===== src/rtl/vga_timing_pkg.sv =====
// Shared 640x480@60 Hz timing constants and pipeline types for the VGA scan reader.
// Framebuffer geometry depends on VGA_PIXEL_DOUBLE_EN:
//   defined     -> 320x240 framebuffer, each word shown as a 2x2 block
//   not defined -> 640x480 framebuffer, one word per pixel
package vga_timing_pkg;

  // Horizontal timing, in pixel clocks.
  localparam logic [9:0] H_VISIBLE  = 10'd640;
  localparam logic [9:0] H_FP_END   = 10'd656;
  localparam logic [9:0] H_SYNC_END = 10'd752;
  localparam logic [9:0] H_TOTAL    = 10'd800;
  localparam logic [9:0] H_LAST     = 10'd799;

  // Vertical timing, in lines.
  localparam logic [9:0] V_VISIBLE  = 10'd480;
  localparam logic [9:0] V_FP_END   = 10'd490;
  localparam logic [9:0] V_SYNC_END = 10'd492;
  localparam logic [9:0] V_TOTAL    = 10'd525;
  localparam logic [9:0] V_LAST     = 10'd524;
  localparam logic [9:0] V_LAST_VIS = 10'd479;

`ifdef VGA_PIXEL_DOUBLE_EN
  localparam logic [19:0] FB_WIDTH  = 20'd320;
  localparam logic [19:0] FB_HEIGHT = 20'd240;
`else
  localparam logic [19:0] FB_WIDTH  = 20'd640;
  localparam logic [19:0] FB_HEIGHT = 20'd480;
`endif
  localparam logic [19:0] FB_WORDS  = 20'(FB_WIDTH * FB_HEIGHT);

  // Per-pixel control bits carried alongside the SRAM read.
  typedef struct packed {
    logic blank;
    logic hs;
    logic vs;
    logic first;
  } pix_ctl_t;

  // Value held by every delay stage while idle or in reset: blanked, syncs inactive.
  localparam pix_ctl_t CTL_IDLE = '{blank: 1'b1, hs: 1'b1, vs: 1'b1, first: 1'b0};

endpackage


===== src/rtl/vga_scan_reader_if.sv =====
// Bundle of the SRAM scan port and the VGA pin outputs of vga_scan_reader.
// master = the scan reader, slave = SRAM controller / board pins side.
interface vga_scan_reader_if;

  // Scan-port contract (no valid/ready): the reader presents a new registered
  // vram_scan_addr every clock; the controller must return the matching
  // vram_scan_data exactly READ_LAT clocks later. Data is don't-care whenever
  // the corresponding pixel is blanked.
  logic [19:0] vram_scan_addr;
  logic [15:0] vram_scan_data;
  logic [3:0]  vga_r;
  logic [3:0]  vga_g;
  logic [3:0]  vga_b;
  logic        vga_hs;
  logic        vga_vs;
  logic        frame_start;

  modport master (
    output vram_scan_addr,
    input  vram_scan_data,
    output vga_r,
    output vga_g,
    output vga_b,
    output vga_hs,
    output vga_vs,
    output frame_start
  );

  modport slave (
    input  vram_scan_addr,
    output vram_scan_data,
    input  vga_r,
    input  vga_g,
    input  vga_b,
    input  vga_hs,
    input  vga_vs,
    input  frame_start
  );

endinterface


===== src/rtl/vga_scan_reader_sync.sv =====
// vga_sync_counter: free-running 800x525 h/v counters with raw (undelayed)
// visible, sync and first-pixel decodes for 640x480@60 Hz.
module vga_sync_counter
  import vga_timing_pkg::*;
(
  input  logic       clk_i,
  input  logic       rst_i,
  output logic [9:0] h_cnt_o,
  output logic [9:0] v_cnt_o,
  output logic       visible_o,
  output logic       hs_raw_o,
  output logic       vs_raw_o,
  output logic       first_pixel_o,
  output logic       line_end_o,
  output logic       frame_end_o
);

  logic [9:0] h_cnt_q, h_cnt_d;
  logic [9:0] v_cnt_q, v_cnt_d;

  // Next-state: h wraps at 799, v advances on each h wrap and wraps at 524.
  always_comb begin
    h_cnt_d = h_cnt_q + 10'd1;
    v_cnt_d = v_cnt_q;
    if (h_cnt_q == H_LAST) begin
      h_cnt_d = '0;
      if (v_cnt_q == V_LAST) begin
        v_cnt_d = '0;
      end else begin
        v_cnt_d = v_cnt_q + 10'd1;
      end
    end
  end

  // Counter registers; reset restarts the frame at (0,0).
  always_ff @(posedge clk_i or posedge rst_i) begin
    if (rst_i) begin
      h_cnt_q <= '0;
      v_cnt_q <= '0;
    end else begin
      h_cnt_q <= h_cnt_d;
      v_cnt_q <= v_cnt_d;
    end
  end

  // Raw decodes of the current counter position.
  always_comb begin
    visible_o     = (h_cnt_q < H_VISIBLE) && (v_cnt_q < V_VISIBLE);
    hs_raw_o      = !((h_cnt_q >= H_FP_END) && (h_cnt_q < H_SYNC_END));
    vs_raw_o      = !((v_cnt_q >= V_FP_END) && (v_cnt_q < V_SYNC_END));
    first_pixel_o = (h_cnt_q == 10'd0) && (v_cnt_q == 10'd0);
    line_end_o    = (h_cnt_q == H_LAST);
    frame_end_o   = (h_cnt_q == H_LAST) && (v_cnt_q == V_LAST);
  end

  assign h_cnt_o = h_cnt_q;
  assign v_cnt_o = v_cnt_q;

endmodule


===== src/rtl/vga_scan_reader.sv =====
// vga_scan_reader: reads a framebuffer through the SRAM controller scan port
// and drives 640x480@60 Hz VGA with 4:4:4 RGB and aligned active-low syncs.
// Counter position -> pins latency is READ_LAT+1 clocks: one for the address
// register, READ_LAT for the SRAM; the last control stage is the output register.
// Optional build macro VGA_PIXEL_DOUBLE_EN selects a 320x240 framebuffer
// displayed with 2x2 pixel doubling; otherwise the framebuffer is 640x480.
module vga_scan_reader
  import vga_timing_pkg::*;
#(
  parameter logic [19:0] VRAM_BASE = 20'h00000,
  parameter int          READ_LAT  = 1
)(
  input  logic              clk_25mhz,
  input  logic              rst,
  vga_scan_reader_if.master bus
);

  // Raw timing from the counter block.
  logic [9:0] h_cnt;
  logic [9:0] v_cnt;
  logic       visible;
  logic       hs_raw;
  logic       vs_raw;
  logic       first_pixel;
  logic       line_end;
  logic       frame_end;

  vga_sync_counter u_sync (
    .clk_i         (clk_25mhz),
    .rst_i         (rst),
    .h_cnt_o       (h_cnt),
    .v_cnt_o       (v_cnt),
    .visible_o     (visible),
    .hs_raw_o      (hs_raw),
    .vs_raw_o      (vs_raw),
    .first_pixel_o (first_pixel),
    .line_end_o    (line_end),
    .frame_end_o   (frame_end)
  );

  // ---------------------------------------------------------------------------
  // Address generation: incremental line base plus column offset, no multiplier.
  // VRAM_BASE + FB_WORDS - 1 must fit in 20 bits; nothing wraps the address.
  // ---------------------------------------------------------------------------
  logic [19:0] line_base_q, line_base_d;
  logic [19:0] addr_q, addr_d;
  logic [19:0] col_off;

  // Line base steps to the next framebuffer row at the end of a visible line
  // and returns to the frame start at the very last clock of the frame.
  always_comb begin
    line_base_d = line_base_q;
    if (line_end) begin
      if (frame_end) begin
        line_base_d = VRAM_BASE;
`ifdef VGA_PIXEL_DOUBLE_EN
      end else if (v_cnt[0] && (v_cnt < V_LAST_VIS)) begin
`else
      end else if (v_cnt < V_LAST_VIS) begin
`endif
        line_base_d = line_base_q + FB_WIDTH;
      end
    end
  end

  // Address for the pixel at the current counter; parked at VRAM_BASE in blanking.
  always_comb begin
`ifdef VGA_PIXEL_DOUBLE_EN
    col_off = {11'd0, h_cnt[9:1]};
`else
    col_off = {10'd0, h_cnt};
`endif
    addr_d = visible ? (line_base_q + col_off) : VRAM_BASE;
  end

  // Line base and registered scan address.
  always_ff @(posedge clk_25mhz or posedge rst) begin
    if (rst) begin
      line_base_q <= VRAM_BASE;
      addr_q      <= VRAM_BASE;
    end else begin
      line_base_q <= line_base_d;
      addr_q      <= addr_d;
    end
  end

  // ---------------------------------------------------------------------------
  // Control delay line: READ_LAT stages here, the final stage is the output
  // register below, so blank/sync/first arrive with the pixel they describe.
  // Blanking travels with the pixel, so no stale data reaches col 640 / row 480.
  // ---------------------------------------------------------------------------
  pix_ctl_t ctl_d;
  pix_ctl_t ctl_q [READ_LAT];
  pix_ctl_t ctl_last;

  // Pack the raw decodes for the current counter position.
  always_comb begin
    ctl_d.blank = !visible;
    ctl_d.hs    = hs_raw;
    ctl_d.vs    = vs_raw;
    ctl_d.first = first_pixel;
  end

  // Shift register matching the SRAM read latency.
  always_ff @(posedge clk_25mhz or posedge rst) begin
    if (rst) begin
      for (int i = 0; i < READ_LAT; i++) begin
        ctl_q[i] <= CTL_IDLE;
      end
    end else begin
      ctl_q[0] <= ctl_d;
      for (int i = 1; i < READ_LAT; i++) begin
        ctl_q[i] <= ctl_q[i-1];
      end
    end
  end

  assign ctl_last = ctl_q[READ_LAT-1];

  // ---------------------------------------------------------------------------
  // Output register: RGB565 -> 4:4:4 (top bits of each field), syncs, frame pulse.
  // ---------------------------------------------------------------------------
  logic [11:0] rgb_q, rgb_d;
  logic        hs_q;
  logic        vs_q;
  logic        fs_q;

  // Colour mapping; returned data is ignored while the pixel is blanked.
  always_comb begin
    rgb_d = 12'h000;
    if (!ctl_last.blank) begin
      rgb_d = {bus.vram_scan_data[15:12], bus.vram_scan_data[10:7], bus.vram_scan_data[4:1]};
    end
  end

  // Pin registers; the final control stage lands here together with the RGB.
  always_ff @(posedge clk_25mhz or posedge rst) begin
    if (rst) begin
      rgb_q <= 12'h000;
      hs_q  <= 1'b1;
      vs_q  <= 1'b1;
      fs_q  <= 1'b0;
    end else begin
      rgb_q <= rgb_d;
      hs_q  <= ctl_last.hs;
      vs_q  <= ctl_last.vs;
      fs_q  <= ctl_last.first;
    end
  end

  // Low bit of each RGB565 field is dropped by the 4:4:4 mapping.
`ifdef VGA_PIXEL_DOUBLE_EN
  logic unused_bits;
  assign unused_bits = ^{bus.vram_scan_data[11], bus.vram_scan_data[5],
                         bus.vram_scan_data[0], h_cnt[0]};
`else
  logic unused_bits;
  assign unused_bits = ^{bus.vram_scan_data[11], bus.vram_scan_data[5],
                         bus.vram_scan_data[0]};
`endif

  assign bus.vram_scan_addr = addr_q;
  assign bus.vga_r          = rgb_q[11:8];
  assign bus.vga_g          = rgb_q[7:4];
  assign bus.vga_b          = rgb_q[3:0];
  assign bus.vga_hs         = hs_q;
  assign bus.vga_vs         = vs_q;
  assign bus.frame_start    = fs_q;

endmodule


===== src/flat_wrapper.sv =====
// flat-port wrapper written by rule: the top's interface ports become plain ports
module vga_scan_reader_flat import vga_timing_pkg::*;
#(
  parameter logic [19:0] VRAM_BASE = 20'h00000,
  parameter int          READ_LAT  = 1
)
  (clk_25mhz, rst, bus_vram_scan_addr, bus_vram_scan_data, bus_vga_r, bus_vga_g, bus_vga_b, bus_vga_hs, bus_vga_vs, bus_frame_start);
  vga_scan_reader_if bus_i ();
  input  logic clk_25mhz;
  input  logic rst;
  output wire logic [$bits(bus_i.vram_scan_addr)-1:0] bus_vram_scan_addr;
  input wire logic [$bits(bus_i.vram_scan_data)-1:0] bus_vram_scan_data;
  output wire logic [$bits(bus_i.vga_r)-1:0] bus_vga_r;
  output wire logic [$bits(bus_i.vga_g)-1:0] bus_vga_g;
  output wire logic [$bits(bus_i.vga_b)-1:0] bus_vga_b;
  output wire logic [$bits(bus_i.vga_hs)-1:0] bus_vga_hs;
  output wire logic [$bits(bus_i.vga_vs)-1:0] bus_vga_vs;
  output wire logic [$bits(bus_i.frame_start)-1:0] bus_frame_start;
  assign bus_vram_scan_addr = bus_i.vram_scan_addr;
  assign bus_i.vram_scan_data = bus_vram_scan_data;
  assign bus_vga_r = bus_i.vga_r;
  assign bus_vga_g = bus_i.vga_g;
  assign bus_vga_b = bus_i.vga_b;
  assign bus_vga_hs = bus_i.vga_hs;
  assign bus_vga_vs = bus_i.vga_vs;
  assign bus_frame_start = bus_i.frame_start;
  vga_scan_reader #(.VRAM_BASE(VRAM_BASE), .READ_LAT(READ_LAT)) u_core (.clk_25mhz(clk_25mhz), .rst(rst), .bus(bus_i));
endmodule

===== config.mk =====
export PLATFORM = sky130hd
export DESIGN_NAME = vga_scan_reader_flat
export DESIGN_NICKNAME = d
export VERILOG_FILES = /design/src/rtl/vga_timing_pkg.sv /design/src/rtl/vga_scan_reader_if.sv /design/src/rtl/vga_scan_reader_sync.sv /design/src/rtl/vga_scan_reader.sv /design/src/flat_wrapper.sv
export SDC_FILE = /design/constraint.sdc
export NUM_CORES = 1
export LEC_CHECK = 0
export BUFFER_PORTS_ARGS = -buffer_cell sky130_fd_sc_hd__buf_2
export CAP_MARGIN = 10
export CELL_PAD_IN_SITES_DETAIL_PLACEMENT = 0
export CELL_PAD_IN_SITES_GLOBAL_PLACEMENT = 1
export CORE_ASPECT_RATIO = 2
export CORE_MARGIN = 3
export CORE_UTILIZATION = 44
export DETAILED_ROUTE_END_ITERATION = 10
export PLACE_DENSITY_LB_ADDON = 0.1
export SETUP_SLACK_MARGIN = 0.4
export SYNTH_ARGS = -nofsm -noshare
export SYNTH_HDL_FRONTEND = slang
export SYNTH_SLANG_ARGS = --single-unit

===== constraint.sdc =====
create_clock -name clk_25mhz -period 2.86 [get_ports clk_25mhz]
set_input_delay 0.429 -clock clk_25mhz [delete_from_list [all_inputs] [get_ports clk_25mhz]]
set_output_delay 0.429 -clock clk_25mhz [all_outputs]
set_load 0.1 [all_outputs]

==> metrics.txt <==
leakage power=1.78 nW; via count=2471; post-CTS sizing=0; Setup Fix Bufs, Post-CTS=0; Switch Pwr=0.496 mW; Seq/Total Area, Yosys=0.535; WL/cell=16.0 um; final worst slack=0.802 ns; DRC errors left=0; detailed-route wire length=7190 um; Synth Cell Area=3380 um^2; DIE WIDTH=68.0 um; Fmax=0.486 GHz; Clock Path Buffers=2; crit path max-delay cell type=or4_1; hpwl dp=5090 um; commonest non-fill, non-tap cell in the layout=dfrtp_1; PwrDens=577 nW/um^2; part of the power in registers=0.447; CTS Buf Count=9; min cycle time layout=2.06 ns; boundary pin count=53; Slew Limit Headroom=0.490; drt first-iter violations=94; post-layout util=0.541; max-slew violations=0; most frequent cells in the layout=dfrtp_1 (67), buf_2 (48), nor2_1 (15), o21ai_0 (15); Pint=1.81 mW; DR pass1 iterations=4; Syn. warnings=0; status=finished clean; Initial Utilization=0.458; largest net degree at the start of global routing=41; max_cap viols=0; Fin Hold WS=0.208 ns; Die H=130 um; Crit Path Category=reg -> reg; Max stage delay on crit path=0.53 ns; Synth cell types=50; Worst Skew=0.00886 ns; TritonCTS clock tree=yes; total gr overflow=0; Least-Margin Pin Slew=0.765 ns; dpl ws=0.818 ns; ys flop type=dfrtp_1; syn avg cell area=10.9 um^2; clock root buffer=clkbuf_16; RSZ-0062 raised after global routing=false; vias per cell=5.49; TNS Setup=0 ns; fraction of registers with async set or reset after synthesis=1.00; P&R area growth vs syn=18.1%; critical path fanouts, max=22; fin crit share=0.720; initial antenna violation count=0; combinational fraction of design power=0.048; first-pass GRT wire length=11700 um; Switching Fraction=0.216; Mapped Cells=310; Nets=379; register bit total from synthesis=72; Crit. End Element=flop; EDFF count, synth=0; via count of the first global-routing pass=2343; Core ar.=7380 um^2; worst path arrival time=2.31 ns; layout cells sized above 1=0.235; H-tree depth=3; Antenna Cells=0; Final Hold Fails=0; DIE AREA=8830 um^2; worst vdd ir=387 uV; Worst-path clk slew=0.06 ns; CTS Sinks=72; CP Cell Sequence=ha_1 > and3_1 > nand3_4 > or4_1 > a21oi_1; hold buffers post-CTS=0; gp weighted congestion=0.774; # fillers=670; PortBufs=48; startpoint types=flop; GRT Total Usage=0.179; row cnt=44; Critical Path RT=3.12 ns; syn nets=336; power share of the clock group=0.505; Worst-Skew Late Latency=0.33 ns; Routed Antenna Nets=0; HP Class=in -> async; final setup fails=0
[final cells by class]
type	instances	area (um^2)	area share
well taps	92	115	0.0288
clock buffers	10	229	0.0574
clock inverters	6	85.1	0.0213
inverters	8	30.0	0.00752
repair buffers	52	283	0.0708
multi-input cells	210	1440	0.361
flip-flops and latches	72	1810	0.453
[flip-flops by register name (all words and copies together) (netlist names)]
signal / count
u_core.bus.vga_vs: 1
u_core.bus.vram_scan_addr: 20
u_core.bus.frame_start: 1
u_core.ctl_last: 4
u_core.u_sync.v_cnt_o: 10
u_core.rgb_q: 12
u_core.u_sync.h_cnt_o: 10
u_core.bus.vga_hs: 1
u_core.line_base_q: 13
[worst max-delay path, delay by kind of cell (launching register included)]
kind	cells	cell delay, ns
DFF	1	0.40
and+or+nand+nor	3	1.18
adders and majority gates	1	0.24
AOI/OAI and AO/OA	1	0.15
[worst paths after layout]
check                                         start                  endpoint  slack [ns]  cells after the start
min reg2reg                      u_core.ctl_last[0]    u_core.bus.frame_start        0.35                      0
max                        u_core.u_sync.h_cnt_o[0]     u_core.line_base_q[9]        0.80                      5
max in group asynchronous                       rst        u_core.ctl_last[1]        1.93                      3
min in group clk_25mhz        bus_vram_scan_data[9]           u_core.rgb_q[6]        0.32                      2
max reg2reg                u_core.u_sync.h_cnt_o[0]     u_core.line_base_q[9]        0.80                      5
min                                             rst  u_core.u_sync.h_cnt_o[0]        0.21                      2
[metal layers]
layer  vias up  share of wire  GRT usage
li1       1213              -          -
met1      1200           0.39      0.205
met2        50           0.56      0.304
met3         8          0.035     0.0457
met4         0          0.014     0.0832
met5         -              0          0
[power by group through the flow]
stage               Combinational [mW]  Clock, mW  Sequential [mW]
CTS                              0.114       1.19             1.03
global placement                 0.113          0             1.05
floorplan                       0.0202          0             1.11
detailed placement               0.113          0             1.05
global route                     0.119       1.23             1.03
finish                           0.111       1.16             1.03
[kinds of logic after synthesis]
group / Yosys count / synth area share
multiplexers: 7 / 0.0207
XOR/XNOR: 17 / 0.0441
flip-flops: 72 / 0.535
AO/OA/AOI/OAI: 60 / 0.114
adder cells (fa/ha/maj): 8 / 0.0296
buffers and inverters: 28 / 0.0382
AND/OR/NAND/NOR: 118 / 0.218
[stage by stage]
step / instances / instance area [um^2] / total power [mW]
global route: 450 / 3990 / 2.38
detailed placement: 434 / 3680 / 1.16
global placement: 434 / 3680 / 1.16
CTS: 450 / 3990 / 2.34
finish: 450 / 3990 / 2.30
floorplan: 310 / 3380 / 1.13
[synth_stat cells, drive strengths merged (4+ instances only)]
library cell / instances / area, um^2
buf: 13 / 72.6
or4: 9 / 67.6
dfrtp: 67 / 1680
nand2: 11 / 41.3
and4: 4 / 35.0
ha: 8 / 100
xor2: 5 / 43.8
nand3: 15 / 87.6
inv: 8 / 30.0
o21ai: 16 / 80.1
xnor2: 12 / 105
mux2i: 7 / 70.1
clkbuf: 7 / 26.3
and3: 4 / 25.0
a21oi: 15 / 78.8
nor4: 14 / 93.8
dfstp: 5 / 131
nor2b: 12 / 75.1
nor2: 17 / 68.8
o31ai: 10 / 75.1
nand4: 11 / 83.8
o21bai: 5 / 37.5
and2: 7 / 43.8
(Power assumes the default switching activity.)
